--- src/rtl/datapath_job_arbiter_if.sv ---
// Job/datapath bundle for datapath_job_arbiter.
//   slave  : arbiter side (takes requests + datapath flags, drives acks,
//            response flags, status and datapath control)
//   master : environment side (requesters + datapath)
// Signals:
//   reqN, reqN_op/ra/rb/imm/useImm/rd/wb   job request N and its fields
//   ackN, resp_flags, busy, grant_id        completion / status
//   selectImm, loadReg, readRegA/B, Imm, op datapath control
//   flags                                   datapath flag register
interface datapath_job_arbiter_if #(
    parameter int OP_W   = 8,
    parameter int REG_W  = 4,
    parameter int IMM_W  = 8,
    parameter int FLAG_W = 5
);
    logic              req0,        req1;
    logic [OP_W-1:0]   req0_op,     req1_op;
    logic [REG_W-1:0]  req0_ra,     req1_ra;
    logic [REG_W-1:0]  req0_rb,     req1_rb;
    logic [IMM_W-1:0]  req0_imm,    req1_imm;
    logic              req0_useImm, req1_useImm;
    logic [REG_W-1:0]  req0_rd,     req1_rd;
    logic              req0_wb,     req1_wb;

    logic              ack0, ack1;
    logic [FLAG_W-1:0] resp_flags;
    logic              busy;
    logic              grant_id;

    logic              selectImm;
    logic [REG_W:0]    loadReg;
    logic [REG_W-1:0]  readRegA, readRegB;
    logic [IMM_W-1:0]  Imm;
    logic [OP_W-1:0]   op;
    logic [FLAG_W-1:0] flags;

    modport slave (
        input  req0, req0_op, req0_ra, req0_rb, req0_imm, req0_useImm, req0_rd, req0_wb,
        input  req1, req1_op, req1_ra, req1_rb, req1_imm, req1_useImm, req1_rd, req1_wb,
        input  flags,
        output ack0, ack1, resp_flags, busy, grant_id,
        output selectImm, loadReg, readRegA, readRegB, Imm, op
    );

    modport master (
        output req0, req0_op, req0_ra, req0_rb, req0_imm, req0_useImm, req0_rd, req0_wb,
        output req1, req1_op, req1_ra, req1_rb, req1_imm, req1_useImm, req1_rd, req1_wb,
        output flags,
        input  ack0, ack1, resp_flags, busy, grant_id,
        input  selectImm, loadReg, readRegA, readRegB, Imm, op
    );
endinterface

--- src/rtl/datapath_job_arbiter.sv ---
// Two-requester round-robin job sequencer for the shared regfile + ALU.
// One job at a time: IDLE (pick winner) -> EXEC (drive datapath one cycle)
// -> RESP (ack winner, report flags) -> IDLE.
// Ports:
//   clk    rising-edge clock
//   reset  synchronous, active-high
//   bus    datapath_job_arbiter_if.slave (requests, acks, datapath control)
module datapath_job_arbiter #(
    parameter int              OP_W   = 8,
    parameter int              REG_W  = 4,
    parameter int              IMM_W  = 8,
    parameter int              FLAG_W = 5,
    parameter logic [OP_W-1:0] NOP_OP = {OP_W{1'b0}}
) (
    input  logic                      clk,
    input  logic                      reset,
    datapath_job_arbiter_if.slave     bus
);
    typedef enum logic [1:0] {IDLE, EXEC, RESP} state_t;

    state_t             state_q;
    logic               last_grant_q;
    logic               grant_q;
    logic               ack0_q, ack1_q, busy_q;
    logic [FLAG_W-1:0]  resp_flags_q;
    logic               selectImm_q;
    logic [REG_W:0]     loadReg_q;
    logic [REG_W-1:0]   readRegA_q, readRegB_q;
    logic [IMM_W-1:0]   Imm_q;
    logic [OP_W-1:0]    op_q;

    // Winner of the IDLE-cycle arbitration and its fields.
    logic               win_d;
    logic [OP_W-1:0]    sel_op;
    logic [REG_W-1:0]   sel_ra, sel_rb, sel_rd;
    logic [IMM_W-1:0]   sel_imm;
    logic               sel_useImm, sel_wb;

    always_comb begin
        // Tie goes to whoever did not win last; otherwise the lone requester.
        win_d = (bus.req0 && bus.req1) ? ~last_grant_q : bus.req1;
        if (win_d) begin
            sel_op = bus.req1_op;  sel_ra = bus.req1_ra;   sel_rb = bus.req1_rb;
            sel_imm = bus.req1_imm; sel_useImm = bus.req1_useImm;
            sel_rd = bus.req1_rd;  sel_wb = bus.req1_wb;
        end else begin
            sel_op = bus.req0_op;  sel_ra = bus.req0_ra;   sel_rb = bus.req0_rb;
            sel_imm = bus.req0_imm; sel_useImm = bus.req0_useImm;
            sel_rd = bus.req0_rd;  sel_wb = bus.req0_wb;
        end
    end

    always_ff @(posedge clk) begin
        if (reset) begin
            state_q      <= IDLE;
            last_grant_q <= 1'b1;
            grant_q      <= 1'b0;
            ack0_q       <= 1'b0;
            ack1_q       <= 1'b0;
            busy_q       <= 1'b0;
            resp_flags_q <= '0;
            selectImm_q  <= 1'b0;
            loadReg_q    <= '0;
            readRegA_q   <= '0;
            readRegB_q   <= '0;
            Imm_q        <= '0;
            op_q         <= NOP_OP;
        end else begin
            // Datapath control is idle except in EXEC; the EXEC registers
            // double as the job latch, so later request changes are ignored.
            ack0_q      <= 1'b0;
            ack1_q      <= 1'b0;
            selectImm_q <= 1'b0;
            loadReg_q   <= '0;
            readRegA_q  <= '0;
            readRegB_q  <= '0;
            Imm_q       <= '0;
            op_q        <= NOP_OP;
            case (state_q)
                IDLE: if (bus.req0 || bus.req1) begin
                    state_q      <= EXEC;
                    grant_q      <= win_d;
                    last_grant_q <= win_d;
                    busy_q       <= 1'b1;
                    selectImm_q  <= sel_useImm;
                    loadReg_q    <= {sel_wb, sel_rd};
                    readRegA_q   <= sel_ra;
                    readRegB_q   <= sel_rb;
                    Imm_q        <= sel_imm;
                    op_q         <= sel_op;
                end
                EXEC: begin
                    state_q <= RESP;
                    ack0_q  <= ~grant_q;
                    ack1_q  <= grant_q;
                end
                RESP: begin
                    state_q      <= IDLE;
                    busy_q       <= 1'b0;
                    resp_flags_q <= bus.flags;
                end
                default: state_q <= IDLE;
            endcase
        end
    end

    assign bus.ack0      = ack0_q;
    assign bus.ack1      = ack1_q;
    assign bus.busy      = busy_q;
    assign bus.grant_id  = grant_q;
    assign bus.selectImm = selectImm_q;
    assign bus.loadReg   = loadReg_q;
    assign bus.readRegA  = readRegA_q;
    assign bus.readRegB  = readRegB_q;
    assign bus.Imm       = Imm_q;
    assign bus.op        = op_q;
    // The datapath's flag register only reflects the job after the EXEC edge,
    // so during RESP the flags are forwarded straight from that register;
    // the copy taken on leaving RESP holds them until the next completion.
    assign bus.resp_flags = (state_q == RESP) ? bus.flags : resp_flags_q;
endmodule

--- src/flat_wrapper.sv ---
// flat-port wrapper written by rule: the top's interface ports become plain ports
module datapath_job_arbiter_flat 
#(
    parameter int              OP_W   = 8,
    parameter int              REG_W  = 4,
    parameter int              IMM_W  = 8,
    parameter int              FLAG_W = 5,
    parameter logic [OP_W-1:0] NOP_OP = {OP_W{1'b0}}
)
  (clk, reset, bus_req0, bus_req0_op, bus_req0_ra, bus_req0_rb, bus_req0_imm, bus_req0_useImm, bus_req0_rd, bus_req0_wb, bus_req1, bus_req1_op, bus_req1_ra, bus_req1_rb, bus_req1_imm, bus_req1_useImm, bus_req1_rd, bus_req1_wb, bus_flags, bus_ack0, bus_ack1, bus_resp_flags, bus_busy, bus_grant_id, bus_selectImm, bus_loadReg, bus_readRegA, bus_readRegB, bus_Imm, bus_op);
  datapath_job_arbiter_if #(.OP_W(OP_W), .REG_W(REG_W), .IMM_W(IMM_W), .FLAG_W(FLAG_W)) bus_i ();
  input  logic clk;
  input  logic reset;
  input wire logic [$bits(bus_i.req0)-1:0] bus_req0;
  input wire logic [$bits(bus_i.req0_op)-1:0] bus_req0_op;
  input wire logic [$bits(bus_i.req0_ra)-1:0] bus_req0_ra;
  input wire logic [$bits(bus_i.req0_rb)-1:0] bus_req0_rb;
  input wire logic [$bits(bus_i.req0_imm)-1:0] bus_req0_imm;
  input wire logic [$bits(bus_i.req0_useImm)-1:0] bus_req0_useImm;
  input wire logic [$bits(bus_i.req0_rd)-1:0] bus_req0_rd;
  input wire logic [$bits(bus_i.req0_wb)-1:0] bus_req0_wb;
  input wire logic [$bits(bus_i.req1)-1:0] bus_req1;
  input wire logic [$bits(bus_i.req1_op)-1:0] bus_req1_op;
  input wire logic [$bits(bus_i.req1_ra)-1:0] bus_req1_ra;
  input wire logic [$bits(bus_i.req1_rb)-1:0] bus_req1_rb;
  input wire logic [$bits(bus_i.req1_imm)-1:0] bus_req1_imm;
  input wire logic [$bits(bus_i.req1_useImm)-1:0] bus_req1_useImm;
  input wire logic [$bits(bus_i.req1_rd)-1:0] bus_req1_rd;
  input wire logic [$bits(bus_i.req1_wb)-1:0] bus_req1_wb;
  input wire logic [$bits(bus_i.flags)-1:0] bus_flags;
  output wire logic [$bits(bus_i.ack0)-1:0] bus_ack0;
  output wire logic [$bits(bus_i.ack1)-1:0] bus_ack1;
  output wire logic [$bits(bus_i.resp_flags)-1:0] bus_resp_flags;
  output wire logic [$bits(bus_i.busy)-1:0] bus_busy;
  output wire logic [$bits(bus_i.grant_id)-1:0] bus_grant_id;
  output wire logic [$bits(bus_i.selectImm)-1:0] bus_selectImm;
  output wire logic [$bits(bus_i.loadReg)-1:0] bus_loadReg;
  output wire logic [$bits(bus_i.readRegA)-1:0] bus_readRegA;
  output wire logic [$bits(bus_i.readRegB)-1:0] bus_readRegB;
  output wire logic [$bits(bus_i.Imm)-1:0] bus_Imm;
  output wire logic [$bits(bus_i.op)-1:0] bus_op;
  assign bus_i.req0 = bus_req0;
  assign bus_i.req0_op = bus_req0_op;
  assign bus_i.req0_ra = bus_req0_ra;
  assign bus_i.req0_rb = bus_req0_rb;
  assign bus_i.req0_imm = bus_req0_imm;
  assign bus_i.req0_useImm = bus_req0_useImm;
  assign bus_i.req0_rd = bus_req0_rd;
  assign bus_i.req0_wb = bus_req0_wb;
  assign bus_i.req1 = bus_req1;
  assign bus_i.req1_op = bus_req1_op;
  assign bus_i.req1_ra = bus_req1_ra;
  assign bus_i.req1_rb = bus_req1_rb;
  assign bus_i.req1_imm = bus_req1_imm;
  assign bus_i.req1_useImm = bus_req1_useImm;
  assign bus_i.req1_rd = bus_req1_rd;
  assign bus_i.req1_wb = bus_req1_wb;
  assign bus_i.flags = bus_flags;
  assign bus_ack0 = bus_i.ack0;
  assign bus_ack1 = bus_i.ack1;
  assign bus_resp_flags = bus_i.resp_flags;
  assign bus_busy = bus_i.busy;
  assign bus_grant_id = bus_i.grant_id;
  assign bus_selectImm = bus_i.selectImm;
  assign bus_loadReg = bus_i.loadReg;
  assign bus_readRegA = bus_i.readRegA;
  assign bus_readRegB = bus_i.readRegB;
  assign bus_Imm = bus_i.Imm;
  assign bus_op = bus_i.op;
  datapath_job_arbiter #(.OP_W(OP_W), .REG_W(REG_W), .IMM_W(IMM_W), .FLAG_W(FLAG_W), .NOP_OP(NOP_OP)) u_core (.clk(clk), .reset(reset), .bus(bus_i));
endmodule
--- config.mk ---
export PLATFORM = sky130hd
export DESIGN_NAME = datapath_job_arbiter_flat
export DESIGN_NICKNAME = d
export VERILOG_FILES = /design/src/rtl/datapath_job_arbiter_if.sv /design/src/rtl/datapath_job_arbiter.sv /design/src/flat_wrapper.sv
export SDC_FILE = /design/constraint.sdc
export NUM_CORES = 1
export LEC_CHECK = 0
export BUFFER_PORTS_ARGS = -buffer_cell sky130_fd_sc_hd__buf_2
export CORE_MARGIN = 3
export CORE_UTILIZATION = 43
export CTS_CLUSTER_DIAMETER = 80
export CTS_CLUSTER_SIZE = 8
export DETAILED_ROUTE_END_ITERATION = 8
export GPL_TIMING_DRIVEN = 1
export PLACE_DENSITY = 0.93
export SYNTH_ARGS = -nofsm -noshare
export SYNTH_HDL_FRONTEND = slang
export SYNTH_SLANG_ARGS = --single-unit
export TNS_END_PERCENT = 30
--- constraint.sdc ---
create_clock -name clk -period 2.95 [get_ports clk]
set_input_delay 0.295 -clock clk [delete_from_list [all_inputs] [get_ports clk]]
set_output_delay 0.295 -clock clk [all_outputs]
set_load 0.02 [all_outputs]
==> impl_metrics.py <==
metrics = {
    "timing": {
        "rsz0062_at_grt": "false",
        "max_freq_ghz": 0.4693,
        "final-setup-viol-count": 0,
        "finalHoldViolCount": 0,
        "tns_ns": 0,
        "finClkSkew_ns": 0.01224,
        "fin_crit_ns": 2.131,
        "max_slew_margin_pct": 52.71,
        "period_share_pct": 72.24,
        "worstMarginPinSlew_ns": 0.7053,
        "slew_violations": 0,
    },
    "route": {
        "vias_per_cell": 4.650,
        "route.detailed.drc": 0,
        "final_antenna_net_count": 0,
        "wl_per_cell_um": 11.54,
        "vias": 1502,
        "wl_um": 3729,
        "drtIter0Drc": 79,
        "dr.pass1.iters": 4,
    },
    "clock_tree": {
        "cts.clk_slew.worst_paths_ns": 0.12,
        "ctsResizeCount": 0,
        "cts-root-buf": "clkbuf_4",
        "cts_tree": "yes",
        "clock_path_buffers": 2,
        "holdBufCountCts": 0,
        "insertion_delay_ns": 0.34,
        "cts.sinks": 42,
        "cts_setup_buffers": 0,
        "cts_buffers": 5,
        "htree_levels": 2,
    },
    "logic_synthesis": {
        "netlist_area_mm2": 0.001550,
        "syn_area_per_cell_um2": 9.066,
        "syn_nets": 240,
        "synth-seq-cells": 42,
        "synth_top_cell_area_share_pct": 54.24,
        "synthCells": 171,
        "yosys.area.top_type": "dfxtp_1",
        "ys_warn_count": 0,
        "synth_area_leaders": "dfxtp_1 (54%), nand2_1 (15%), a21oi_1 (10%)",
        "synth_cell_types": 20,
        "synth-seq-area-share_pct": 54.24,
    },
    "pwr": {
        "power.leakage_nw": 1.136,
        "p_comb_share_pct": 20.2,
        "pwr-share-clk_pct": 25.2,
        "powerDensity_mw_per_mm2": 524.5,
        "p_int_w": 0.0008146,
        "seqPwrFrac_pct": 54.6,
        "vdd_drop_max_v": 0.0003700,
        "power_switching_w": 0.0003134,
        "p_sw_share_pct": 27.79,
    },
    "global_routing": {
        "antenna_found_initial": 0,
        "grt_max_degree": 31,
        "grt_overflow": 0,
        "grtUsageTotal_pct": 16.76,
        "grt_pass1_wl_um": 5582,
        "grt_pass1_vias": 1350,
    },
    "floorplan": {
        "rows": 21,
        "fp.coreArea_mm2": 0.003416,
        "die_y_um": 66.05,
        "io_pins": 108,
        "die_area_mm2": 0.004362,
        "die_w_um": 66.05,
        "start_util_pct": 45.38,
    },
    "run": {
        "maxCapViolCount": 0,
    },
    "run_status": {
        "status": "finished, final reports clean",
    },
    "setup_path": {
        "worstSetupPathType": "flop to primary output",
        "startpoint_type": "flop",
        "regToRegSetupSlack_ns": 1.36,
        "crit_path_end_kind": "primary output",
        "crit_fanout": 6,
        "slowest_stage": "nor2b_1",
        "crit_path_max_incr_delay_ns": 0.57,
        "worstPathArrival_ns": 1.84,
        "critPathRequiredTime_ns": 2.65,
        "cp_cell_sequence": "nor2b_1 > mux2_4 > buf_2",
    },
    "place": {
        "port_buffers": 107,
        "dp.cells": 315,
        "dpl.hpwl_um": 2808,
        "gp_congestion": 0.6478,
    },
    "cells_and_area": {
        "instances_no_fill": 323,
        "area_growth_pct": 38.74,
        "drive_above_1_share_pct": 47.29,
        "fin_nets": 345,
        "diodes": 0,
    },
    "hold_path": {
        "worstHoldPathType": "input pin to flop",
    },
}
[cells in the final DEF, fill, tap and decap left out]
| cell | instances |
|---|---|
| a21bo_2 | 2 |
| a21boi_2 | 1 |
| a21oi_1 | 32 |
| and2_1 | 1 |
| and3_1 | 1 |
| buf_2 | 107 |
| buf_4 | 2 |
| clkbuf_1 | 1 |
| clkbuf_4 | 5 |
| clkbuf_8 | 1 |
| clkinv_2 | 1 |
| dfxtp_1 | 42 |
| inv_1 | 1 |
| mux2_4 | 5 |
| nand2_1 | 61 |
| nand2b_1 | 1 |
| nor2_1 | 1 |
| nor2b_1 | 2 |
| nor2b_4 | 5 |
| nor3_2 | 1 |
| nor3b_1 | 1 |
| o21ai_1 | 1 |
| o21ai_2 | 1 |
| o21bai_1 | 1 |
[path summary, 6_finish.rpt]
check | endpoint | cells past startpoint | start
worst min-delay path | u_core.bus.op[7] | 3 | bus_req1_op[7]
worst max register to register | u_core.bus.Imm[7] | 4 | u_core.last_grant_q
worst max-delay path | bus_resp_flags[2] | 3 | u_core.state_q[1]
worst min register to register | u_core.bus.ack0 | 1 | u_core.bus.grant_id
[metrics by stage]
stage | total power, W | hold WS (ns) | cell area, µm² | utilization (%) | setup WS, ns
after floorplan | 0.0007671 | 0.4302 | 1550 | - | 1.666
after global placement | 0.0008518 | 0.4438 | 2091 | 61.21 | 1.219
after detailed placement | 0.0008585 | 0.4549 | 2091 | 61.21 | 1.212
after CTS | 0.001145 | 0.1600 | 2151 | 62.97 | 0.8153
after global routing | 0.001194 | 0.1416 | 2151 | 62.97 | 0.7289
final | 0.001128 | 0.1740 | 2151 | 62.97 | 0.8190
[cell type report]
type,instances,area [µm²]
repair buffers,109,550.5
multi-input cells,117,638.1
clock inverters,1,5.005
inverters,1,3.754
fillers,309,1265
well taps,46,57.56
flip-flops and latches,42,840.8
clock buffers,7,55.05
[metal layers]
metal  up-vias  global-route usage (%)  share of wire (%)
met3         8                   4.422                9.8
met1       662                   17.25                 39
met5         -                       0                  0
li1        758                       -                  -
met2        74                   30.41                 49
met4         0                   9.391                2.1
[cells in the mapped netlist, drive strengths merged]
cell,n
a21oi,32
o21ai,2
mux2,5
a21boi,1
nor3b,1
o21bai,1
inv,1
nor2,1
and2,1
nand2b,1
nor2b,7
nand2,61
buf,11
a21bo,2
nor3,1
dfxtp,42
and3,1
[state kept, by name, summed over array words and instances, names as in the netlist]
signal                cells
u_core.bus.readRegB       4
u_core.bus.Imm            8
u_core.bus.ack1           1
u_core.bus.busy           1
u_core.bus.grant_id       1
u_core.bus.loadReg        5
u_core.state_q            2
u_core.bus.op             8
u_core.bus.selectImm      1
u_core.bus.readRegA       4
u_core.bus.ack0           1
u_core.resp_flags_q       5
u_core.last_grant_q       1
[cell families after synthesis]
kind of cell | Yosys count | synth area share, %
flops | 42 | 54.24
simple gates | 74 | 22.60
mux | 5 | 4.842
buf+inv | 12 | 4.600
compound gates | 38 | 13.72
[critical path, delay by kind of cell (launching register included)]
kind	cells	cell delay, ns
flip-flops	1	0.40
multiplexers	1	0.36
AND/OR/NAND/NOR	1	0.57
buffers and inverters	1	0.16
[power by group through the flow]
stage | sequential [W] | clock [W] | combinational [W]
after floorplan | 0.000668 | 0 | 0.0000988
after global placement | 0.000627 | 0 | 0.000225
after detailed placement | 0.000629 | 0 | 0.000230
after CTS | 0.000616 | 0.000299 | 0.000230
after global routing | 0.000619 | 0.000325 | 0.000249
final | 0.000616 | 0.000284 | 0.000228
(Power assumes the default switching activity.)
